$ cat src/rtl/bus_xfer.sv
// bus_xfer: moves one register value to another over a shared data bus.
// A transfer reads the source register for two cycles (READ, CAPT), captures
// the returned data into a holding register, and then writes it to the
// destination register (WRITE). Out-of-range register ids are rejected
// through a one-cycle ERR state.
//
// Ports:
//   clk       clock, all state changes on the rising edge
//   rst_n     synchronous active-low reset
//   start     transfer request, sampled only in IDLE
//   src_sel   source register id, captured with start
//   dst_sel   destination register id, captured with start
//   bus_in    read data returned by the selected source register
//   read_en   one-hot read strobes to the registers
//   write_en  one-hot write strobes to the registers
//   bus_out   write data to all registers (always the holding register)
//   busy      high in every state except IDLE
//   done      one-cycle pulse at transfer end
//   err       high together with done when the transfer was rejected
module bus_xfer #(
  parameter int unsigned DATA_W = 18,
  parameter int unsigned N_REG  = 12
) (
  input  logic              clk,
  input  logic              rst_n,
  input  logic              start,
  input  logic [3:0]        src_sel,
  input  logic [3:0]        dst_sel,
  input  logic [DATA_W-1:0] bus_in,
  output logic [N_REG-1:0]  read_en,
  output logic [N_REG-1:0]  write_en,
  output logic [DATA_W-1:0] bus_out,
  output logic              busy,
  output logic              done,
  output logic              err
);

  localparam logic [2:0] StIdle  = 3'd0;
  localparam logic [2:0] StRead  = 3'd1;
  localparam logic [2:0] StCapt  = 3'd2;
  localparam logic [2:0] StWrite = 3'd3;
  localparam logic [2:0] StDone  = 3'd4;
  localparam logic [2:0] StErr   = 3'd5;

  logic [2:0]        state_q, state_d;
  logic [3:0]        src_q, dst_q;
  logic [DATA_W-1:0] hold_q;
  logic              ids_ok;

  assign ids_ok = (32'(src_sel) < N_REG) && (32'(dst_sel) < N_REG);

  always_comb begin
    state_d = state_q;
    case (state_q)
      StIdle: begin
        if (start) begin
          state_d = ids_ok ? StRead : StErr;
        end
      end
      StRead:  state_d = StCapt;
      StCapt:  state_d = StWrite;
      StWrite: state_d = StDone;
      StDone:  state_d = StIdle;
      StErr:   state_d = StIdle;
      default: state_d = StIdle;
    endcase
  end

  always_ff @(posedge clk) begin
    if (!rst_n) begin
      state_q <= StIdle;
      src_q   <= '0;
      dst_q   <= '0;
      hold_q  <= '0;
    end else begin
      state_q <= state_d;
      // Ids are latched even for rejected requests; ERR drives no strobes.
      if (state_q == StIdle && start) begin
        src_q <= src_sel;
        dst_q <= dst_sel;
      end
      if (state_q == StCapt) begin
        hold_q <= bus_in;
      end
    end
  end

  // Moore outputs: decoded from state and the latched ids only.
  always_comb begin
    read_en  = '0;
    write_en = '0;
    for (int i = 0; i < int'(N_REG); i++) begin
      if ((state_q == StRead || state_q == StCapt) && src_q == 4'(i)) begin
        read_en[i] = 1'b1;
      end
      if (state_q == StWrite && dst_q == 4'(i)) begin
        write_en[i] = 1'b1;
      end
    end
  end

  assign bus_out = hold_q;
  assign busy    = (state_q != StIdle);
  assign done    = (state_q == StDone) || (state_q == StErr);
  assign err     = (state_q == StErr);

endmodule

$ cat config.mk
export PLATFORM = sky130hd
export DESIGN_NAME = bus_xfer
export DESIGN_NICKNAME = d
export VERILOG_FILES = /design/src/rtl/bus_xfer.sv
export SDC_FILE = /design/constraint.sdc
export NUM_CORES = 1
export LEC_CHECK = 0
export ABC_AREA = 1
export ABC_CLOCK_PERIOD_IN_PS = 3250
export CORE_UTILIZATION = 42
export CTS_CLUSTER_DIAMETER = 100
export DETAILED_ROUTE_END_ITERATION = 10
export MAX_ROUTING_LAYER = met4
export PLACE_DENSITY = 0.84
export REMOVE_ABC_BUFFERS = 1
export SLEW_MARGIN = 20
export SYNTH_ARGS = -nofsm -noshare
export SYNTH_HDL_FRONTEND = slang
export SYNTH_SLANG_ARGS = --single-unit
$ cat constraint.sdc
create_clock -name clk -period 3.25 [get_ports clk]
set_clock_uncertainty 0.15 [all_clocks]
set_input_delay 0.4875 -clock clk [delete_from_list [all_inputs] [get_ports clk]]
set_output_delay 0.4875 -clock clk [all_outputs]
set_load 0.01 [all_outputs]
==> results.ini <==
[place]
io_buffer_count=73
place_inst=321
place.gp.congestion=0.7976
hpwl_um=2556

[timing]
fin_crit_sh_pct=78.52
max_freq_ghz=0.3919
final_max_slew_viol_count=0
hold_ws_ns=0.3353
layout_min_cycle_time_ns=2.552
setup_viol=0
worst_slew_pin_slew_ns=0.8669
relSlewSlack_pct=42.02
hold_viol=0
rsz0062_at_grt=false
setup_tns_ns=0

[clock_tree]
root_buffer=clkbuf_4
cts_hold_buf=0
worstSkewPairLatency_ns=0.31
clock_path_buffers=2
numCtsBuffers=5
cts_resized=0
post_cts_buffers=0
cts_sinks=29
tritoncts=done
ctsHtreeMaxLevel=2
clk_pin_slew_worst_paths_ns=0.08

[route]
met1_length_um=1557
highest_layer=met4
drt-pass1-iter-count=4
drt_iter0_markers=73
ant_nets=0
met2_length_um=1594
drt-total-wl_um=3405
wl_met3_um=203
num_vias=1498
viasPerCell=4.581
drc=0
wl_per_cell_um=10.41

[setup_path]
cp_slowest_cell=clkdlybuf4s50_1
ff2ff_path_depth=5
r2r_setup_slack_ns=1.77
crit_type=reg -> out
worst-path-max-fanout=5
r2r_start=state_q[2]
critPathLaunchType=flip-flop
critPathArrivalTime_ns=1.91
path_cells=nand2_1 > nor2_2 > nand3_1 > nor2_1 > clkdlybuf4s50_1
r2r_end=bus_out[7]
cpPeakStageDelay_ns=0.54
cp.required_ns=2.61
endpoint_kind=output port

[layout]
n_antenna_cell=0
final_layout_size_suffix_gt1_share_pct=4.947
syn_to_final_growth_pct=55.15
multi_input_area_um2=644.4
fillers=295
num-nets-final=313
final_cells=327
fin_util_pct=69.88
ff_latch_area_um2=580.6

[synth]
ys_warn_count=0
synth_common_cells=61 x nor2_1, 33 x nand2_1, 29 x dfxtp_1, 29 x inv_1, 11 x nor3_1
ys.flop_type=dfxtp_1
syn_inst=213
synthesis.area_um2=1398
synth_largest_area_cell=dfxtp_1
synth.distinct_cells=22
yosysTopAreaCellShare_pct=41.54
synth_most_common_cell=nor2_1
ys_ff_latch=29
synth_edf_count=0
ys_seq_area_share_pct=41.54
synth_area_leaders=dfxtp_1 42%, nor2_1 16%, nand2_1 8.9%, inv_1 7.8%, nor3_1 3.9%
syn_avg_cell_area_um2=6.561
synthArstFlopShare_pct=0

[die]
start_util_pct=45.04
row_count=20
core_um2=3103
die_w_um=59.69
die_area_um2=3562
fp.dieH_um=59.69
io_pins=74

[power_and_ir_drop]
internal_power_uw=634.4
p_comb_share_pct=35.3
swShare_pct=33.95
leakagePower_nw=0.9137
p_clk_share_pct=19.5
power_density_nw_per_um2=442.9
switchingPower_uw=326.1
ir_drop_v=0.0002995
p_seq_share_pct=45.2

[hold_path]
hold_path_depth=2
min_from=bus_out[8]
hold_end=bus_out[8]
hp-class=reg -> reg

[grt]
antenna_found_initial=0
gr-usage-all-layers_pct=21.46
grt_pass1_vias=1266
gr-total-overflow=0
grt_max_degree=29
grt_pass1_wl_um=5437

[flow_run]
drv_cap=0

[run_status]
outcome=finished clean

-- metal layers --
metal | global-route usage, % | vias up
met5 | - | -
met4 | 7.973 | 0
met3 | 6.926 | 6
met2 | 33.17 | 57
met1 | 26.05 | 636
li1 | - | 799
-- power groups by stage --
stage	registers, mW	clock network (mW)	logic [mW]
final	0.434	0.188	0.339
after global routing	0.441	0.210	0.376
after CTS	0.434	0.196	0.341
after detailed placement	0.442	0	0.339
after global placement	0.439	0	0.336
after floorplan	0.453	0	0.169
-- final cells by class --
| class | count | share of cell area [%] |
|---|---|---|
| Clock buffer | 5 | 1.731 |
| Clock inverter | 1 | 0.2308 |
| Tap cell | 44 | 2.539 |
| Sequential cell | 29 | 26.77 |
| Inverter | 30 | 5.309 |
| Multi-Input combinational cell | 145 | 29.72 |
| Timing Repair Buffer | 73 | 33.70 |
-- worst max-delay path by stage --
stage / startpoint / endpoint / slack, ns / cells after the start
6_report: state_q[1] / write_en[4] / 0.70 / 5
5_1_grt: state_q[1] / write_en[7] / 0.53 / 5
4_1_cts: state_q[1] / write_en[1] / 0.69 / 5
3_5_place_dp: state_q[1] / write_en[1] / 1.05 / 5
3_3_place_gp: state_q[1] / write_en[4] / 1.13 / 5
2_1_floorplan: state_q[0] / read_en[0] / 1.62 / 4
-- layout by cell type (no fill, tap or decap) --
| cell | count |
|---|---|
| clkdlybuf4s50_1 | 73 |
| nor2_1 | 61 |
| nand2_1 | 33 |
| inv_1 | 29 |
| dfxtp_1 | 29 |
| nor3_1 | 11 |
| o21ai_1 | 9 |
| o21ai_0 | 9 |
| nand4_1 | 8 |
| nand3_1 | 6 |
| clkbuf_4 | 5 |
| nor2_2 | 2 |
| nor2_4 | 1 |
| nand2_2 | 1 |
| nor3_2 | 1 |
| nand2_4 | 1 |
| inv_4 | 1 |
| nand3_2 | 1 |
| a21oi_1 | 1 |
| clkinv_2 | 1 |
-- kinds of logic (layout without fill, tap and decap cells) --
| kind of cell | Yosys count | count (layout) | share of synthesized area (%) |
|---|---|---|---|
| and+or+nand+nor | 126 | 126 | 39.30 |
| buffers and inverters | 39 | 109 | 12.35 |
| DFF | 29 | 29 | 41.54 |
| AOI/OAI and AO/OA | 19 | 19 | 6.803 |
-- stage by stage --
step	setup WS, ns	instance area [um2]	power [mW]
floorplan	1.619	1340	0.6219
global placement	1.127	2126	0.7757
detailed placement	1.048	2126	0.7817
CTS	0.6852	2168	0.9712
global route	0.5261	2168	1.027
finish	0.6980	2168	0.9604
-- registers in the layout (all words and copies together) (netlist names) --
signal	count
src_q	4
bus_out	18
dst_q	4
state_q	3
-- critical path, delay by kind of cell, from the launching register on --
kind / cells / cell delay (ns)
DFF: 1 / 0.44
buffers and inverters: 1 / 0.54
and+or+nand+nor: 4 / 0.61
Power figures use the tool's default switching activity.
